==> config.mk <==
export PLATFORM = sky130hd
export DESIGN_NAME = seq_gen_detect_flat
export DESIGN_NICKNAME = d
export VERILOG_FILES = /design/src/rtl/seq_pkg.sv /design/src/rtl/seq_gen_detect_if.sv /design/src/rtl/lfsr_core.sv /design/src/rtl/seq_gen_detect.sv /design/src/flat_wrapper.sv
export SDC_FILE = /design/constraint.sdc
export NUM_CORES = 1
export LEC_CHECK = 0
export ABC_AREA = 1
export CAP_MARGIN = 10
export CORE_MARGIN = 8
export CORE_UTILIZATION = 62
export CTS_BUF_LIST = sky130_fd_sc_hd__clkbuf_8
export CTS_CLUSTER_SIZE = 16
export DETAILED_ROUTE_END_ITERATION = 10
export PLACE_DENSITY_LB_ADDON = 0.3
export RECOVER_POWER = 25
export SYNTH_ARGS = -nofsm -noshare
export SYNTH_HDL_FRONTEND = slang
export SYNTH_SLANG_ARGS = --single-unit
==> constraint.sdc <==
create_clock -name clk -period 7.85 [get_ports clk]
set_input_delay 2.355 -clock clk [delete_from_list [all_inputs] [get_ports clk]]
set_output_delay 2.355 -clock clk [all_outputs]
set_load 0.02 [all_outputs]
==> src/rtl/seq_pkg.sv <==
// seq_pkg: shared LFSR defaults and popcount helper for the sequence
// generator/detector and its LED/LCD front-ends.
package seq_pkg;
    localparam logic [15:0] DEF_TAPS = 16'hD008;
    localparam logic [15:0] DEF_SEED = 16'h000F;

    function automatic int popcount(input logic [31:0] v);
        int n;
        n = 0;
        for (int i = 0; i < 32; i++) n += int'(v[i]);
        return n;
    endfunction
endpackage

==> src/rtl/seq_gen_detect_if.sv <==
// seq_gen_detect_if: control inputs and result/statistics outputs of the
// sequence generator/detector.
interface seq_gen_detect_if #(
    parameter int SEQ_W = 4,
    parameter int LFSR_W = 16,
    parameter int CNT_W = 8
);
    logic en;
    logic reseed;
    logic [SEQ_W-1:0] user_seq;
    logic [LFSR_W-1:0] seed_in;
    logic [SEQ_W-1:0] gen_seq;
    logic [SEQ_W-1:0] user_latched;
    logic match;
    logic tick;
    logic [CNT_W-1:0] hit_cnt;
    logic [CNT_W-1:0] miss_cnt;
    logic [CNT_W-1:0] streak;
    logic [LFSR_W-1:0] lfsr_state;

    modport master(
        output en, reseed, user_seq, seed_in,
        input gen_seq, user_latched, match, tick, hit_cnt, miss_cnt, streak, lfsr_state
    );
    modport slave(
        input en, reseed, user_seq, seed_in,
        output gen_seq, user_latched, match, tick, hit_cnt, miss_cnt, streak, lfsr_state
    );
endinterface

==> src/rtl/lfsr_core.sv <==
// lfsr_core: Fibonacci LFSR advancing STEPS shifts per strobe, with seed load
// and recovery from the all-zero lockup state.
module lfsr_core import seq_pkg::*; #(
    parameter int LFSR_W = 16,
    parameter logic [LFSR_W-1:0] LFSR_TAPS = DEF_TAPS,
    parameter logic [LFSR_W-1:0] SEED = DEF_SEED,
    parameter int STEPS = 4
) (
    input  logic clk,
    input  logic rst_n,
    input  logic step,
    input  logic load,
    input  logic [LFSR_W-1:0] load_val,
    output logic [LFSR_W-1:0] state,
    output logic [STEPS-1:0] bits
);
    logic [LFSR_W-1:0] adv;

    // bits[i] is the bit shifted in by step i+1 of the coming advance
    always_comb begin
        adv = state;
        bits = '0;
        for (int i = 0; i < STEPS; i++) begin
            adv = {adv[LFSR_W-2:0], ^(adv & LFSR_TAPS)};
            bits[i] = adv[0];
        end
    end

    always_ff @(posedge clk or negedge rst_n) begin
        if (!rst_n) state <= SEED;
        else if (load) state <= (load_val == '0) ? SEED : load_val;
        else if (state == '0) state <= SEED;
        else if (step) state <= adv;
    end
endmodule

==> src/rtl/seq_gen_detect.sv <==
// seq_gen_detect: periodic LFSR sequence generation compared against a
// synchronised external sequence, with saturating hit/miss/streak statistics.
module seq_gen_detect import seq_pkg::*; #(
    parameter int SEQ_W = 4,
    parameter int LFSR_W = 16,
    parameter logic [LFSR_W-1:0] LFSR_TAPS = DEF_TAPS,
    parameter logic [LFSR_W-1:0] SEED = DEF_SEED,
    parameter int TICK_DIV = 300_000_000,
    parameter int MAX_MISMATCH = 0,
    parameter int CNT_W = 8
) (
    input logic clk,
    input logic rst_n,
    seq_gen_detect_if.slave bus
);
    localparam int DIV_W = $clog2(TICK_DIV);

    logic [DIV_W-1:0] div;
    logic [SEQ_W-1:0] sync0, sync1, bits;
    logic term, eval, hit;

    assign term = div == DIV_W'(TICK_DIV - 1);
    // a coincident reseed swallows the evaluation entirely
    assign eval = bus.en & term & ~bus.reseed;
    assign hit = popcount(32'(bits ^ sync1)) <= MAX_MISMATCH;

    lfsr_core #(
        .LFSR_W(LFSR_W), .LFSR_TAPS(LFSR_TAPS), .SEED(SEED), .STEPS(SEQ_W)
    ) u_lfsr (
        .clk(clk), .rst_n(rst_n), .step(eval), .load(bus.reseed),
        .load_val(bus.seed_in), .state(bus.lfsr_state), .bits(bits)
    );

    always_ff @(posedge clk or negedge rst_n) begin
        if (!rst_n) begin
            sync0 <= '0;
            sync1 <= '0;
            div <= '0;
            bus.tick <= 1'b0;
            bus.gen_seq <= '0;
            bus.user_latched <= '0;
            bus.match <= 1'b0;
            bus.hit_cnt <= '0;
            bus.miss_cnt <= '0;
            bus.streak <= '0;
        end else begin
            sync0 <= bus.user_seq;
            sync1 <= sync0;
            bus.tick <= eval;
            if (bus.reseed) div <= '0;
            else if (bus.en) div <= term ? '0 : div + 1'b1;
            if (eval) begin
                bus.gen_seq <= bits;
                bus.user_latched <= sync1;
                bus.match <= hit;
                if (hit) begin
                    bus.hit_cnt <= &bus.hit_cnt ? bus.hit_cnt : bus.hit_cnt + 1'b1;
                    bus.streak <= &bus.streak ? bus.streak : bus.streak + 1'b1;
                end else begin
                    bus.miss_cnt <= &bus.miss_cnt ? bus.miss_cnt : bus.miss_cnt + 1'b1;
                    bus.streak <= '0;
                end
            end
        end
    end
endmodule
==> src/flat_wrapper.sv <==
// flat-port wrapper written by rule: the top's interface ports become plain ports
module seq_gen_detect_flat import seq_pkg::*;
#(
    parameter int SEQ_W = 4,
    parameter int LFSR_W = 16,
    parameter logic [LFSR_W-1:0] LFSR_TAPS = DEF_TAPS,
    parameter logic [LFSR_W-1:0] SEED = DEF_SEED,
    parameter int TICK_DIV = 300_000_000,
    parameter int MAX_MISMATCH = 0,
    parameter int CNT_W = 8
)
  (clk, rst_n, bus_en, bus_reseed, bus_user_seq, bus_seed_in, bus_gen_seq, bus_user_latched, bus_match, bus_tick, bus_hit_cnt, bus_miss_cnt, bus_streak, bus_lfsr_state);
  seq_gen_detect_if #(.SEQ_W(SEQ_W), .LFSR_W(LFSR_W), .CNT_W(CNT_W)) bus_i ();
  input logic clk;
  input logic rst_n;
  input wire logic [$bits(bus_i.en)-1:0] bus_en;
  input wire logic [$bits(bus_i.reseed)-1:0] bus_reseed;
  input wire logic [$bits(bus_i.user_seq)-1:0] bus_user_seq;
  input wire logic [$bits(bus_i.seed_in)-1:0] bus_seed_in;
  output wire logic [$bits(bus_i.gen_seq)-1:0] bus_gen_seq;
  output wire logic [$bits(bus_i.user_latched)-1:0] bus_user_latched;
  output wire logic [$bits(bus_i.match)-1:0] bus_match;
  output wire logic [$bits(bus_i.tick)-1:0] bus_tick;
  output wire logic [$bits(bus_i.hit_cnt)-1:0] bus_hit_cnt;
  output wire logic [$bits(bus_i.miss_cnt)-1:0] bus_miss_cnt;
  output wire logic [$bits(bus_i.streak)-1:0] bus_streak;
  output wire logic [$bits(bus_i.lfsr_state)-1:0] bus_lfsr_state;
  assign bus_i.en = bus_en;
  assign bus_i.reseed = bus_reseed;
  assign bus_i.user_seq = bus_user_seq;
  assign bus_i.seed_in = bus_seed_in;
  assign bus_gen_seq = bus_i.gen_seq;
  assign bus_user_latched = bus_i.user_latched;
  assign bus_match = bus_i.match;
  assign bus_tick = bus_i.tick;
  assign bus_hit_cnt = bus_i.hit_cnt;
  assign bus_miss_cnt = bus_i.miss_cnt;
  assign bus_streak = bus_i.streak;
  assign bus_lfsr_state = bus_i.lfsr_state;
  seq_gen_detect #(.SEQ_W(SEQ_W), .LFSR_W(LFSR_W), .LFSR_TAPS(LFSR_TAPS), .SEED(SEED), .TICK_DIV(TICK_DIV), .MAX_MISMATCH(MAX_MISMATCH), .CNT_W(CNT_W)) u_core (.clk(clk), .rst_n(rst_n), .bus(bus_i));
endmodule
# Word-level counts from Yosys, hierarchy flattened
# Cells that the tools add are included.
dict set report word_totals {
  out_inout_bits 50
  reg_bits 87
  word_cells 79
  in_bits 24
}
dict set report classes {
  eq_ne 2
  n_mux 9
  addsub 35
  bitwise 7
  order_cmp 1
  n_reduce_logical 14
}
# operator count
set op_table {}
lappend op_table {{$add 32x2->32 const B} 28}
lappend op_table {{$mux 29} 3}
lappend op_table {{$add 32x2->32} 2}
lappend op_table {{$mux 16} 4}
lappend op_table {{$reduce_xor 16->1} 4}
lappend op_table {{$le 32x1->1 const B} 1}
lappend op_table {{$logic_not 16->1} 2}
lappend op_table {{$add 29x1->29 const B} 1}
lappend op_table {{$eq 29x29->1 const B} 1}
lappend op_table {{$add 8x1->8 const B} 3}
lappend op_table {{$reduce_and 8->1} 3}
lappend op_table {{$mux 8} 2}
lappend op_table {{$reduce_and 3->1} 2}
lappend op_table {{$not 1->1} 4}
lappend op_table {{$xor 4x4->4} 1}
lappend op_table {{$reduce_bool 3->1} 1}
lappend op_table {{$add 1x1->2} 1}
lappend op_table {{$and 1x1->1} 2}
lappend op_table {{$ne 2x2->1 const B} 1}
lappend op_table {{$reduce_and 2->1} 1}
lappend op_table {{$reduce_bool 2->1} 1}

# Logic depth before layout (Yosys ltp)
dict set report depth {
  ltp_word 36
  mapped_depth 19
  ltp_nobuf 19
}

# Cells and area by module
# A second synthesis with hierarchy kept.
dict set report unflattened {
  hier_cells 826
  hier_area_um2 5703.0
}
# module area_per_inst_um2 seq_area_each_um2 cells_per_inst instances
set modules_own_cells {}
lappend modules_own_cells {seq_gen_detect 4491.8 1776.7 651 1}
lappend modules_own_cells {lfsr_core 1211.2 405.4 175 1}

# Least setup slack after synthesis
# OpenSTA, ideal clock, no wires.
dict set report synth_path {
  path_type {register -> register}
  from {register u_core.u_lfsr.state[14]}
  to {register u_core.bus.hit_cnt[0]}
  setup_time_ns 0.118
  t_required_ns 7.732
  path_stages_with_launch 18
  slack_ns 4.435
  synth_period_minus_slack_ns 3.415
  n_path_buf 1
  arrival_time_ns 3.297
  path_cell_list {dfrtp_1 inv_1 ha_1 xnor2_1 inv_1 nand2_1 nand2_1 xnor2_1 ha_1 inv_1 fa_1 inv_1 ha_1 nor3_1 clkbuf_1 nand4_2 nand2_1 nand2_1}
}
dict set report synth_between {
  elab_chain_cells 35
  elab_cells_between_ends 36
  cone_classes {add/sub: 31; order compare: 1; bitwise: 1; reduce/logical: 3}
}
# element line_no
set synth_lines {}
lappend synth_lines {{from (decl)} lfsr_core.sv:14} ;# output logic [LFSR_W-1:0] state,
lappend synth_lines {{from (signal assigned)} lfsr_core.sv:31} ;# else if (load) state <= (load_val == '0) ? SEED : load_val;
lappend synth_lines {{from (signal assigned)} lfsr_core.sv:33} ;# else if (step) state <= adv;
lappend synth_lines {{$reduce_xor 16->1} lfsr_core.sv:24} ;# adv = {adv[LFSR_W-2:0], ^(adv & LFSR_TAPS)};
lappend synth_lines {{$xor 4x4->4 (*)} seq_gen_detect.sv:25} ;# assign hit = popcount(32'(bits ^ sync1)) <= MAX_MISMATCH;
lappend synth_lines {{$add 1x1->2 (*)} seq_pkg.sv:10} ;# for (int i = 0; i < 32; i++) n += int'(v[i]);
lappend synth_lines {{$add 32x2->32 (*) (30 in a row)} seq_pkg.sv:10}
lappend synth_lines {{$le 32x1->1 (*)} seq_gen_detect.sv:25}
lappend synth_lines {{$reduce_and 3->1 (no source line) (*)} n/a}
lappend synth_lines {{to (signal assigned)} seq_gen_detect.sv:57} ;# bus.hit_cnt <= &bus.hit_cnt ? bus.hit_cnt : bus.hit_cnt + 1'b1;
lappend synth_lines {{to (decl)} seq_gen_detect_if.sv:27} ;# output gen_seq, user_latched, match, tick, hit_cnt, miss_cnt, streak, lfsr_state
# Mark *: on every way between the ends. The rest lies on a longest branch, timed or not.
# A chain may end at the register's enable or synchronous reset.

# Worst setup path in the final report
dict set report layout_path {
  from {input port bus_reseed}
  to {register u_core.bus.hit_cnt[2]}
}
dict set report layout_between {
  elab_chain_cells 3
}
# element line_no
set layout_lines {}
lappend layout_lines {{from (decl)} flat_wrapper.sv:17} ;# input wire logic [$bits(bus_i.reseed)-1:0] bus_reseed;
lappend layout_lines {{$not 1->1} seq_gen_detect.sv:24} ;# assign eval = bus.en & term & ~bus.reseed;
lappend layout_lines {{$and 1x1->1} seq_gen_detect.sv:24}
lappend layout_lines {{$reduce_and 3->1 (no source line)} n/a}
# Every way passes these cells.

==> impl_metrics.csv <==
group,metric,value,unit
synthesis,synth_fp_nets,847,
global_route,grt_use_total,24.1,%
timing,finalHoldViolCount,0,
synthesis,yosys_warnings,0,
finish,area_growth,17.5,%
timing,setup_slack,3.09,ns
die,core_area,8680,µm²
finish,diodes,0,
timing,fin_crit_sh,60.6,%
setup_path,cp-end-kind,"register",
pwr,leakage,3.11,nW
detailed_routing,via_per_inst,5.49,
place,gp_congestion,0.900,
pwr,clkPwrFrac,27.7,%
synthesis,ys_async_sr_fraction,100,%
timing,rsz0062_at_grt,"false",
status,status,"finished clean",
setup_path,r2r_slack,4.03,ns
pwr,power_density,175,nW/µm²
detailed_routing,via_count,5452,
detailed_routing,post_drt_wl_per_cell,15.0,µm
clock_tree,tritoncts,"built",
setup_path,start_kind,"primary input",
clock_tree,cts-root-buf,"clkbuf_8",
setup_path,r2r_start,"u_core.u_lfsr.state[14]",
synthesis,yosysUniqueCellTypes,35,
pwr,p_sw_share,38.0,%
synthesis,seq_area_frac_synth,39.4,%
pwr,p_comb_share,28.6,%
setup_path,critPathMaxFanout,25,
min_path,hold_path_class,"reg -> reg",
die,die_h,110,µm
detailed_routing,first_pass_iters,6,
global_route,grt_pass1_vias,5441,
clock_tree,cts_setup_buffers,0,
detailed_routing,routed_wl,14900,µm
finish,final_nets,913,
place,post-dp-hpwl,11200,µm
die,dieArea,12200,µm²
setup_path,slowest_delay,0.90,ns
setup_path,worst-setup-path-type,"in -> reg",
place,post-place-ws,2.79,ns
clock_tree,cts.clk_slew.worst_paths,0.11,ns
clock_tree,cts.sink_count,87,
synthesis,synth_area_per_cell,6.80,µm²
global_route,antenna_found_initial,0,
setup_path,r2r_end,"u_core.bus.miss_cnt[4]",
detailed_routing,detail_route.drc_violations,0,
setup_path,cpMaxStageDelayCell,"clkdlybuf4s50_1",
die,start_util,63.8,%
detailed_routing,first_iter_violations,437,
min_path,min_from,"u_core.sync0[0]",
pwr,seq_power_share,43.8,%
timing,finalWorstPathRequiredPeriod,4.76,ns
timing,skew,0.0208,ns
setup_path,cp.arrival,5.06,ns
timing,slew_viol_final,0,
synthesis,synth_ff_type,"dfrtp_1",
timing,finalSetupTns,0,ns
detailed_routing,drtAntennaViolNets,0,
global_route,grt-ovfl-total,0,
run,cap_violations,0,
pwr,p_int,0.705,mW
synthesis,ys_ff_latch,87,
timing,setup_viol,0,
timing,worst_pin_slew,1.44,ns
die,io_pins,74,
place,port_buffers,73,
min_path,worstHoldEndpoint,"u_core.sync1[0]",
clock_tree,cts_resized,0,
timing,max_slew_margin,3.80,%
min_path,holdPathStages,0,
die,core.rowCount,34,
clock_tree,cts_buffer_depth,2,
timing,fmax,210,MHz
global_route,grt_start_max_net_pins,62,
pwr,vdd_drop_max,133,µV
clock_tree,ctsHoldBuffers,0,
setup_path,crit_chain,"clkdlybuf4s50_1 > nor2_4 > nand3_2 > nor2_2 > nand3_1 > nand2_1",
finish,drive_gt1_share,5.42,%
clock_tree,cts_max_level,3,
clock_tree,cts_made_buffers,9,
clock_tree,clk_latency,0.37,ns
synthesis,synth-edff-count,0,
pwr,power_switching,0.432,mW
die,die_w,110,µm
setup_path,worstPathRequired,8.15,ns
synthesis,synthCells,814,
setup_path,worst-r2r-cell-count,18,
synthesis,netlist_area,5530,µm²
global_route,grt_pass1_wl,25300,µm
[Yosys cell counts, types with 5 or more instances]
cell type	count	share of area, %
nand2_1	287	19
nor2_1	104	7.1
inv_1	99	6.7
dfrtp_1	83	38
nand3_1	79	7.1
o21ai_0	28	2.5
nand4_1	27	3.1
xor2_1	16	2.5
xnor2_1	12	1.9
buf_2	9	0.81
ha_1	8	1.8
nor2_2	8	0.90
nor3_1	8	0.72
clkbuf_1	7	0.47
a21oi_1	5	0.45
o21ai_2	5	0.79
[worst max-delay path by stage]
stage	from	endpoint	slack [ns]	cells past startpoint
after global placement	bus_reseed	u_core.bus.hit_cnt[7]	2.89	6
after detailed placement	bus_reseed	u_core.bus.hit_cnt[1]	2.79	6
after CTS	bus_reseed	u_core.bus.hit_cnt[2]	3.15	6
after global routing	bus_reseed	u_core.bus.hit_cnt[3]	2.90	6
after floorplan	u_core.u_lfsr.state[14]	u_core.bus.hit_cnt[0]	4.43	17
final	bus_reseed	u_core.bus.hit_cnt[2]	3.09	6
[worst max-delay path: cells and delay by family]
kind                   cells  cell delay, ns
buffers and inverters      1            0.90
and+or+nand+nor            5            1.80
[state kept, by name (all words and copies together) (netlist names)]
register / cells
u_core.bus.gen_seq: 4
u_core.bus.hit_cnt: 8
u_core.bus.match: 1
u_core.bus.miss_cnt: 8
u_core.bus.streak: 8
u_core.bus.tick: 1
u_core.bus.user_latched: 4
u_core.div: 29
u_core.sync0: 4
u_core.sync1: 4
u_core.u_lfsr.state: 16
[logic make-up (layout without fill, tap and decap cells)]
logic type               Yosys count  after routing  share of synthesized area [%]
AND/OR/NAND/NOR                  525            525                           40.6
buffers and inverters            123            194                           9.04
flip-flops                        87             87                           39.4
AO/OA/AOI/OAI                     42             42                           4.34
XOR/XNOR                          28             28                           4.43
adder cells (fa/ha/maj)            9              9                           2.17
[final cells by class]
class	instances	area (µm²)
Fill cell	683	2180
Clock buffer	9	124
Tap cell	108	135
Timing Repair Buffer	76	747
Clock inverter	7	76.3
Inverter	102	384
Sequential cell	87	2180
Multi-Input combinational cell	604	2850
[cells in the final DEF, fill, tap and decap left out, types with 2 or more instances in the layout]
| master | count |
|---|---|
| buf_4 | 3 |
| ha_1 | 8 |
| clkinv_4 | 3 |
| nor3_1 | 8 |
| nor2_1 | 104 |
| inv_8 | 3 |
| o21ai_2 | 5 |
| dfrtp_1 | 83 |
| a21oi_1 | 5 |
| nor3b_1 | 2 |
| inv_1 | 99 |
| nor2_2 | 8 |
| dfstp_2 | 4 |
| nand4_1 | 27 |
| nor2_4 | 3 |
| clkbuf_8 | 9 |
| nand3_1 | 79 |
| o21ai_0 | 28 |
| clkdlybuf4s50_1 | 68 |
| dlygate4sd3_1 | 4 |
| nand2_1 | 287 |
| xnor2_1 | 12 |
| nand2_2 | 2 |
| xor2_1 | 16 |
| o21bai_1 | 2 |
[metal layers]
layer / routed length [µm] / part of all wire, % / global-route usage, % / up-vias
met2: 7240 / 49 / 40.8 / 205
met1: 6220 / 42 / 29.3 / 2520
met4: 415 / 2.8 / 9.64 / 0
met5: 0 / 0 / 0 / -
li1: - / - / - / 2682
met3: 982 / 6.6 / 4.92 / 45
[per-stage QoR]
step	cells	total power, mW	hold WS (ns)	utilization (%)	instance area, µm²
after global placement	977	0.811	0.331	72.6	6300
after global routing	993	1.19	0.366	74.9	6500
after floorplan	814	0.711	0.331	-	5530
final	993	1.14	0.359	74.9	6500
after CTS	993	1.14	0.361	74.9	6500
after detailed placement	977	0.826	0.337	72.6	6300
[power groups by stage]
| stage | logic [mW] | clock network (mW) | registers, mW |
|---|---|---|---|
| 3_5_place_dp | 0.321 | 0 | 0.506 |
| 2_1_floorplan | 0.197 | 0 | 0.514 |
| 5_1_grt | 0.359 | 0.335 | 0.501 |
| 4_1_cts | 0.326 | 0.319 | 0.497 |
| 6_report | 0.325 | 0.314 | 0.498 |
| 3_3_place_gp | 0.306 | 0 | 0.505 |
(Power assumes the default switching activity.)
